`src/rtl/uart_tx_arbiter_if.sv`:
```
// Handshake bundle between the byte producers, the arbiter and the UART.
//   req_valid : per-requester "byte available" flags
//   req_data  : packed bytes, requester i in [i*DW +: DW]
//   req_ready : one-hot, single-cycle accept pulse
//   uart_en   : single-cycle start pulse to the UART
//   uart_data : byte presented to the UART
//   uart_done : UART transfer complete (level or pulse)
// The slave modport is the arbiter's view; the master modport is the
// surrounding system (producers plus UART).
interface uart_tx_arbiter_if #(
  parameter int NREQ = 4,
  parameter int DW   = 8
);
  logic [NREQ-1:0]    req_valid;
  logic [NREQ*DW-1:0] req_data;
  logic [NREQ-1:0]    req_ready;
  logic               uart_en;
  logic [DW-1:0]      uart_data;
  logic               uart_done;

  modport master (
    output req_valid, req_data, uart_done,
    input  req_ready, uart_en, uart_data
  );

  modport slave (
    input  req_valid, req_data, uart_done,
    output req_ready, uart_en, uart_data
  );
endinterface

```
`src/rtl/uart_tx_arbiter.sv`:
```
// Round-robin arbiter/sequencer sharing one UART transmit engine among NREQ
// byte producers.
//   clk         : system clock, rising edge
//   reset       : synchronous, active-high
//   bus         : handshake bundle (slave side), see uart_tx_arbiter_if
//   grant_id    : index of the last granted requester
//   busy        : high whenever the FSM is not IDLE
//   timeout_err : sticky flag, set when uart_done never arrived in time
// All outputs are registered. The IDLE->ISSUE edge raises req_ready and loads
// uart_data/grant_id; the ISSUE->WAIT edge raises uart_en, so the start pulse
// appears one cycle after the accept pulse and coincides with the first WAIT
// cycle (wait counter = 0).
module uart_tx_arbiter #(
  parameter int NREQ    = 4,
  parameter int DW      = 8,
  parameter int TIMEOUT = 4096
) (
  input  logic                    clk,
  input  logic                    reset,
  uart_tx_arbiter_if.slave        bus,
  output logic [$clog2(NREQ)-1:0] grant_id,
  output logic                    busy,
  output logic                    timeout_err
);
  localparam int GW = $clog2(NREQ);
  localparam int CW = (TIMEOUT > 1) ? $clog2(TIMEOUT) : 1;
  localparam logic [CW-1:0] CNT_LAST = CW'(TIMEOUT - 1);

  typedef enum logic [1:0] {IDLE, ISSUE, WAIT} state_t;

  state_t          state, state_d;
  logic [GW-1:0]   last_grant;
  logic [CW-1:0]   wait_cnt;
  logic [NREQ-1:0] req_ready_q, req_ready_d;
  logic            uart_en_q, uart_en_d;
  logic [DW-1:0]   uart_data_q;
  logic            load, tmo_hit;

  logic [DW-1:0]   req_bytes [NREQ];
  logic [GW-1:0]   cand, pick;
  logic            found;

  for (genvar i = 0; i < NREQ; i++) begin : g_unpack
    assign req_bytes[i] = bus.req_data[i*DW +: DW];
  end

  // Circular search starting just after the previous winner, so the most
  // recently served requester has the lowest priority.
  always_comb begin
    found = 1'b0;
    pick  = '0;
    cand  = '0;
    for (int k = 1; k <= NREQ; k++) begin
      cand = GW'((int'(last_grant) + k) % NREQ);
      if (!found && bus.req_valid[cand]) begin
        found = 1'b1;
        pick  = cand;
      end
    end
  end

  always_comb begin
    state_d     = state;
    req_ready_d = '0;
    uart_en_d   = 1'b0;
    load        = 1'b0;
    tmo_hit     = 1'b0;
    case (state)
      IDLE: begin
        if (found) begin
          state_d           = ISSUE;
          req_ready_d[pick] = 1'b1;
          load              = 1'b1;
        end
      end
      ISSUE: begin
        state_d   = WAIT;
        uart_en_d = 1'b1;
      end
      WAIT: begin
        // done takes priority over a timeout in the same cycle
        if (bus.uart_done) begin
          state_d = IDLE;
        end else if (wait_cnt == CNT_LAST) begin
          state_d = IDLE;
          tmo_hit = 1'b1;
        end
      end
      default: state_d = IDLE;
    endcase
  end

  always_ff @(posedge clk) begin
    if (reset) begin
      state       <= IDLE;
      last_grant  <= GW'(NREQ - 1);
      grant_id    <= '0;
      uart_data_q <= '0;
      req_ready_q <= '0;
      uart_en_q   <= 1'b0;
      timeout_err <= 1'b0;
      wait_cnt    <= '0;
    end else begin
      state       <= state_d;
      req_ready_q <= req_ready_d;
      uart_en_q   <= uart_en_d;
      if (load) begin
        uart_data_q <= req_bytes[pick];
        grant_id    <= pick;
        last_grant  <= pick;
      end
      if (tmo_hit) begin
        timeout_err <= 1'b1;
      end
      // Counter idles at zero outside WAIT, so it always enters WAIT at 0.
      wait_cnt <= (state == WAIT) ? wait_cnt + 1'b1 : '0;
    end
  end

  assign busy          = (state != IDLE);
  assign bus.req_ready = req_ready_q;
  assign bus.uart_en   = uart_en_q;
  assign bus.uart_data = uart_data_q;
endmodule
```
`src/flat_wrapper.sv`:
```
// flat-port wrapper written by rule: the top's interface ports become plain ports
module uart_tx_arbiter_flat 
#(
  parameter int NREQ    = 4,
  parameter int DW      = 8,
  parameter int TIMEOUT = 4096
)
  (clk, reset, grant_id, busy, timeout_err, bus_req_valid, bus_req_data, bus_uart_done, bus_req_ready, bus_uart_en, bus_uart_data);
  uart_tx_arbiter_if #(.NREQ(NREQ), .DW(DW)) bus_i ();
  input  logic clk;
  input  logic reset;
  output logic [$clog2(NREQ)-1:0] grant_id;
  output logic busy;
  output logic timeout_err;
  input wire logic [$bits(bus_i.req_valid)-1:0] bus_req_valid;
  input wire logic [$bits(bus_i.req_data)-1:0] bus_req_data;
  input wire logic [$bits(bus_i.uart_done)-1:0] bus_uart_done;
  output wire logic [$bits(bus_i.req_ready)-1:0] bus_req_ready;
  output wire logic [$bits(bus_i.uart_en)-1:0] bus_uart_en;
  output wire logic [$bits(bus_i.uart_data)-1:0] bus_uart_data;
  assign bus_i.req_valid = bus_req_valid;
  assign bus_i.req_data = bus_req_data;
  assign bus_i.uart_done = bus_uart_done;
  assign bus_req_ready = bus_i.req_ready;
  assign bus_uart_en = bus_i.uart_en;
  assign bus_uart_data = bus_i.uart_data;
  uart_tx_arbiter #(.NREQ(NREQ), .DW(DW), .TIMEOUT(TIMEOUT)) u_core (.clk(clk), .reset(reset), .bus(bus_i), .grant_id(grant_id), .busy(busy), .timeout_err(timeout_err));
endmodule
```
`config.mk`:
```
export PLATFORM = sky130hd
export DESIGN_NAME = uart_tx_arbiter_flat
export DESIGN_NICKNAME = d
export VERILOG_FILES = /design/src/rtl/uart_tx_arbiter_if.sv /design/src/rtl/uart_tx_arbiter.sv /design/src/flat_wrapper.sv
export SDC_FILE = /design/constraint.sdc
export NUM_CORES = 1
export LEC_CHECK = 0
export ABC_CLOCK_PERIOD_IN_PS = 3590
export CAP_MARGIN = 20
export CORE_ASPECT_RATIO = 0.9
export CORE_MARGIN = 10
export CORE_UTILIZATION = 51
export CTS_BUF_LIST = sky130_fd_sc_hd__clkbuf_8
export DETAILED_ROUTE_END_ITERATION = 8
export GPL_TIMING_DRIVEN = 1
export PLACE_DENSITY = 0.89
export SKIP_CTS_REPAIR_TIMING = 1
export SYNTH_ARGS = -nofsm -noshare
export SYNTH_HDL_FRONTEND = slang
export SYNTH_SLANG_ARGS = --single-unit
```
`constraint.sdc`:
```
create_clock -name clk -period 3.59 [get_ports clk]
set_input_delay 0.5385 -clock clk [delete_from_list [all_inputs] [get_ports clk]]
set_output_delay 0.5385 -clock clk [all_outputs]
set_load 0.05 [all_outputs]
```
# Yosys cells after proc, flatten, opt, wreduce, memory -nomap -nowiden
# Index checks and enable logic that the tools add are counted.
[totals] reg_bits=32 out_inout_bits=17 word_cells=72 inputBits=39
[op_classes] addsub=5 n_reduce_logical=12 n_eq_ne=5 bitwise=4 magnitude_cmp=7 muxes=31
[ops] cell="$bmux W8 S2" count=1
[ops] cell="$mux W8" count=2
[ops] cell="$lt A2 B3 Y1 const B" count=5
[ops] cell="$mux W1" count=15
[ops] cell="$mux W2" count=7
[ops] cell="$add A12 B1 Y12 const B" count=1
[ops] cell="$eq A12 B12 Y1 const B" count=1
[ops] cell="$bmux W1 S2" count=4
[ops] cell="$pmux W2 S3" count=1
[ops] cell="$add A2 B1 Y2 const B" count=2
[ops] cell="$add A2 B2 Y2 const B" count=2
[ops] cell="$logic_and A1 B1 Y1" count=4
[ops] cell="$ge A3 B3 Y1 const B" count=1
[ops] cell="$logic_not A1 Y1" count=3
[ops] cell="$ne A3 B2 Y1 const B" count=1
[ops] cell="$not A1 Y1" count=3
[ops] cell="$not A2 Y3" count=1
[ops] cell="$reduce_or A3 Y1" count=1
[ops] cell="$demux W1 S2" count=1
[ops] cell="$eq A2 B1 Y1 const B" count=1
[ops] cell="$eq A2 B2 Y1 const B" count=1
[ops] cell="$ge A2 B1 Y1 const B" count=1
[ops] cell="$logic_not A2 Y1" count=1
[ops] cell="$ne A2 B1 Y1 const B" count=1
[ops] cell="other kinds (3)" count=3

# Longest topological paths before layout
[logic_depth] ltp_word=17 ltp_mapped=7 depth_no_buf=6

# Worst setup path after synthesis
# Ideal clock, no wire load.
[synth_timing] path_type="in2reg" from="input port bus_req_valid[0]" to="register u_core.uart_data_q[6], in the netlist u_core.bus.uart_data[6]" slack_ps=1871 t_arrival_ps=1590 path_buffers=1 setup_time_ps=129 path_stages=6 t_required_ps=3461 cell_sequence="o21a_1 -> o21ai_1 -> nand3_1 -> buf_4 -> nor4_1 -> nor4_2"
[synth_between] elab_chain_cells=16 word_cells_on_any_way=28 classes_between="mux (21); bitwise (1); reduce/logical (6)"
[synth_lines] item="start, declared" line_no="flat_wrapper.sv:15" text="input wire logic [$bits(bus_i.req_valid)-1:0] bus_req_valid;"
[synth_lines] item="$bmux W1 S2" line_no="uart_tx_arbiter.sv:55" text="if (!found && bus.req_valid[cand]) begin"
[synth_lines] item="$mux W1 (implied by the code)" line_no="uart_tx_arbiter.sv:55"
[synth_lines] item="$mux W1" line_no="uart_tx_arbiter.sv:55"
[synth_lines] item="$logic_not A1 Y1" line_no="uart_tx_arbiter.sv:55"
[synth_lines] item="$logic_and A1 B1 Y1" line_no="uart_tx_arbiter.sv:55"
[synth_lines] item="$mux W1" line_no="uart_tx_arbiter.sv:55"
[synth_lines] item="$logic_not A1 Y1" line_no="uart_tx_arbiter.sv:55"
[synth_lines] item="$logic_and A1 B1 Y1" line_no="uart_tx_arbiter.sv:55"
[synth_lines] item="$mux W1" line_no="uart_tx_arbiter.sv:55"
[synth_lines] item="$logic_not A1 Y1" line_no="uart_tx_arbiter.sv:55"
[synth_lines] item="$logic_and A1 B1 Y1" line_no="uart_tx_arbiter.sv:55"
[synth_lines] item="$mux W2" line_no="uart_tx_arbiter.sv:55"
[synth_lines] item="$not A2 Y3 (implied by the code)" line_no="uart_tx_arbiter.sv:108" text="uart_data_q <= req_bytes[pick];"
[synth_lines] item="$bmux W8 S2" line_no="uart_tx_arbiter.sv:108"
[synth_lines] item="$mux W8 (implied by the code) (2 in a row)" line_no="uart_tx_arbiter.sv:108"
[synth_lines] item="end signal, assigned" line_no="uart_tx_arbiter.sv:108"
[synth_lines] item="end, declared" line_no="uart_tx_arbiter.sv:36" text="logic [DW-1:0] uart_data_q;"
# Several ways; a longest one is shown, not always the timed one. The select of a mux whose other input is x is not followed.
# A chain may end at the register's enable or synchronous reset.

# Worst setup path in the final report
[layout_timing] from="input port bus_req_valid[1]" to="register u_core.uart_data_q[5], in the netlist u_core.bus.uart_data[5]"
# Same word-level chain as after synthesis.

==> metrics.md <==
| Metric | Value |
|---|---|
| Simple-gate share of the synthesized area | `36.08%` |
| Netlist Area Pre-Place | `0.001713 mm²` |
| Largest net degree at the start of global routing | `22` |
| DP Wirelength | `3476 µm` |
| Vias in the first global route | `1536` |
| Initial core utilization | `54.59%` |
| Design area | `0.002392 mm²` |
| Count leader, synth | `dfxtp_1` |
| RePlAce Congestion | `0.8087` |
| Cell Area, Placed | `0.002266 mm²` |
| Dominant cells by area after synthesis | `dfxtp_1 37%, nor4_2 11%, nor2_1 4.8%` |
| Final hold vios | `0` |
| H-tree depth | `2` |
| Synth top area share | `37.40%` |
| Die height | `74.98 µm` |
| Post-synthesis sequential area ratio | `37.40%` |
| Worst skew pair latency | `0.28 ns` |
| Critical Path AT | `2.64 ns` |
| Nets | `280` |
| Adder-cell area share of the yosys netlist | `0.7305%` |
| Hold Path Class | `reg2reg` |
| I/O pins | `56` |
| Yosys cell types | `40` |
| Flop-to-flop setup slack | `1.49 ns` |
| Setup Skew | `0.002118 ns` |
| Max stage delay on crit path | `0.57 ns` |
| DR WL/cell | `16.28 µm` |
| Critical Path End Type | `flip-flop` |
| Post-Route WL | `4608 µm` |
| Worst Path Max Fanout | `17` |
| Ys flop type | `dfxtp_1` |
| Final setup viols | `0` |
| Setup CP Type | `in2reg` |
| Syn_nets | `226` |
| DRC violations left | `0` |
| Least-Margin Pin Slew | `0.8750 ns` |
| Critical Path Start | `bus_req_valid[1]` |
| Max clock buf depth | `2` |
| Die W | `81.09 µm` |
| End-of-flow core utilization | `76.24%` |
| Initial antenna violation count | `0` |
| Synthesis-to-finish area growth | `39.66%` |
| Clk Tree Root Cell | `clkbuf_8` |
| Global route overflow | `0` |
| Setup TNS | `0 ns` |
| Final min period | `2.485 ns` |
| CTS tree | `yes` |
| Fill cell count | `236` |
| WP data required | `3.75 ns` |
| Status | `complete, no violations` |
| Largest family of logic cells by synthesized area | `simple AND/OR/NAND/NOR gates` |
| Routed Antenna Nets | `0` |
| FF/Latch Area | `640.6 µm²` |
| Slew Limit Headroom | `41.67%` |
| Total CTS buffers | `5` |
| Share of post-route cells with drive strength above 1 | `14.52%` |
| Clock sinks | `32` |
| FF-to-FF Start | `u_core.last_grant[1]` |
| Post-route clock period utilization | `69.21%` |
| Yosys reg bits | `32` |
| Via/cell ratio | `5.643` |
| Clock transition at path regs | `0.07 ns` |
| Synth Area per Inst | `9.209 µm²` |
| Peak VDD IR | `0.2558 mV` |
| Crit-path cells | `clkdlybuf4s50_1 -> o21a_1 -> o21ai_1 -> nand3_1 -> nor4_1 -> nor4_2` |
| Max Fclk | `402.5 MHz` |
| Drt initial violations | `125` |
| Antenna Cells | `0` |
| Port bufs | `55` |
| R2r worst-path depth | `5` |
| Pwr Density | `488.0 mW/mm²` |
| Power Total | `1168 µW` |
| Commonest cells in the netlist | `32 x dfxtp_1, 22 x nor2_1, 15 x nor4_2, 14 x nand3_1, 12 x and3_1` |
| Area of the core | `0.003138 mm²` |
| Area leader, netlist | `dfxtp_1` |
| Post-synthesis xor/xnor area fraction | `4.091%` |
| Worst flop-to-flop path endpoint | `u_core.bus.uart_data[5]` |
| Ys async rst share | `0%` |
| CP Capture Point | `u_core.bus.uart_data[5]` |
| Pins Over Slew Limit | `0` |
| Maxcap violations | `0` |
| # rows | `19` |
| Leakage | `0.0008487 µW` |
| Die area | `0.006080 mm²` |
| CP max stage cell | `nand3_1` |
| EDFF count, synth | `0` |
| Compound-gate portion of the synthesized area | `16.14%` |
| CP Launch Type | `input pin` |
| Vias after detailed routing | `1597` |
| Multiplexer share of the synthesized area | `1.315%` |
| Cells after synthesis | `186` |
| DR pass1 iterations | `4` |
| Synth warn | `0` |
| RSZ-0062 raised after global routing | `no` |
| GRT Total Usage | `15.33%` |
| Hold depth | `1` |
| First-pass GRT wire length | `7376 µm` |
| Multi-input logic area | `999.7 µm²` |
==> cells by family after synthesis <==
kind of cell               count (synthesis)
and+or+nand+nor                           96
AOI/OAI and AO/OA                         35
DFF                                       32
buffers and inverters                     13
xor gates and xnor gates                   8
muxes                                      1
adders and majority gates                  1
==> stage by stage <==
stage	cells	worst slack, ns	hold WS, ns
after detailed placement	275	0.8429	0.4613
after CTS	283	1.158	0.4768
after global placement	275	0.9980	0.4385
after floorplan	186	1.871	0.4258
final	283	1.105	0.4657
after global routing	283	0.9571	0.5016
==> metal layers <==
layer	routed length [µm]	global-route usage, %
met2	2219	23.94
met5	0	0
met4	79	6.718
met1	1951	19.38
met3	357	4.286
==> worst min path at each step <==
stage | start | to
2_1_floorplan | u_core.wait_cnt[0] | u_core.wait_cnt[0]
3_3_place_gp | u_core.wait_cnt[0] | u_core.wait_cnt[0]
3_5_place_dp | u_core.wait_cnt[0] | u_core.wait_cnt[0]
4_1_cts | u_core.wait_cnt[0] | u_core.wait_cnt[0]
5_1_grt | u_core.wait_cnt[0] | u_core.wait_cnt[0]
6_report | u_core.wait_cnt[0] | u_core.wait_cnt[0]
==> cell usage in the layout (no fill, tap or decap), drive strengths merged, types with 2 or more instances in the layout <==
cell type and count:
o21bai 10, dfxtp 32, nand4 2, inv 4
or3 2, clkdlybuf4s50 55, nor2b 3, clkbuf 7
xor2 2, a21oi 6, nor4 25, xnor2 6
or2 2, nor2 23, nand2 7, o21ai 11
and3 12, nor3 2, nand3 14
==> sequential cells by signal (all words and copies together) (netlist names) <==
register / flops
u_core.bus.req_ready: 4
u_core.bus.uart_data: 8
u_core.bus.uart_en: 1
u_core.grant_id: 2
u_core.last_grant: 2
u_core.state: 2
u_core.timeout_err: 1
u_core.wait_cnt: 12
==> area by class of cell <==
cell class | count | area share (%)
Tap cell | 42 | 2.197
Timing Repair Buffer | 56 | 23.33
Clock inverter | 1 | 1.255
Inverter | 4 | 0.6276
Clock buffer | 7 | 4.027
Sequential cell | 32 | 26.78
Multi-Input combinational cell | 141 | 41.79
==> critical path, delay by kind of cell <==
family,cells,cell delay [ns]
and+or+nand+nor,3,1.18
buffers and inverters,1,0.51
AOI/OAI and AO/OA,2,0.41
==> report_power, final <==
| part | internal [µW] | leakage [µW] | switching, µW |
|---|---|---|---|
| Clock | 245 | 0.0000645 | 132 |
| Combinational | 150 | 0.000522 | 231 |
| Sequential | 386 | 0.000262 | 23.7 |
| Total | 780 | 0.000849 | 387 |
(Power assumes the default switching activity.)
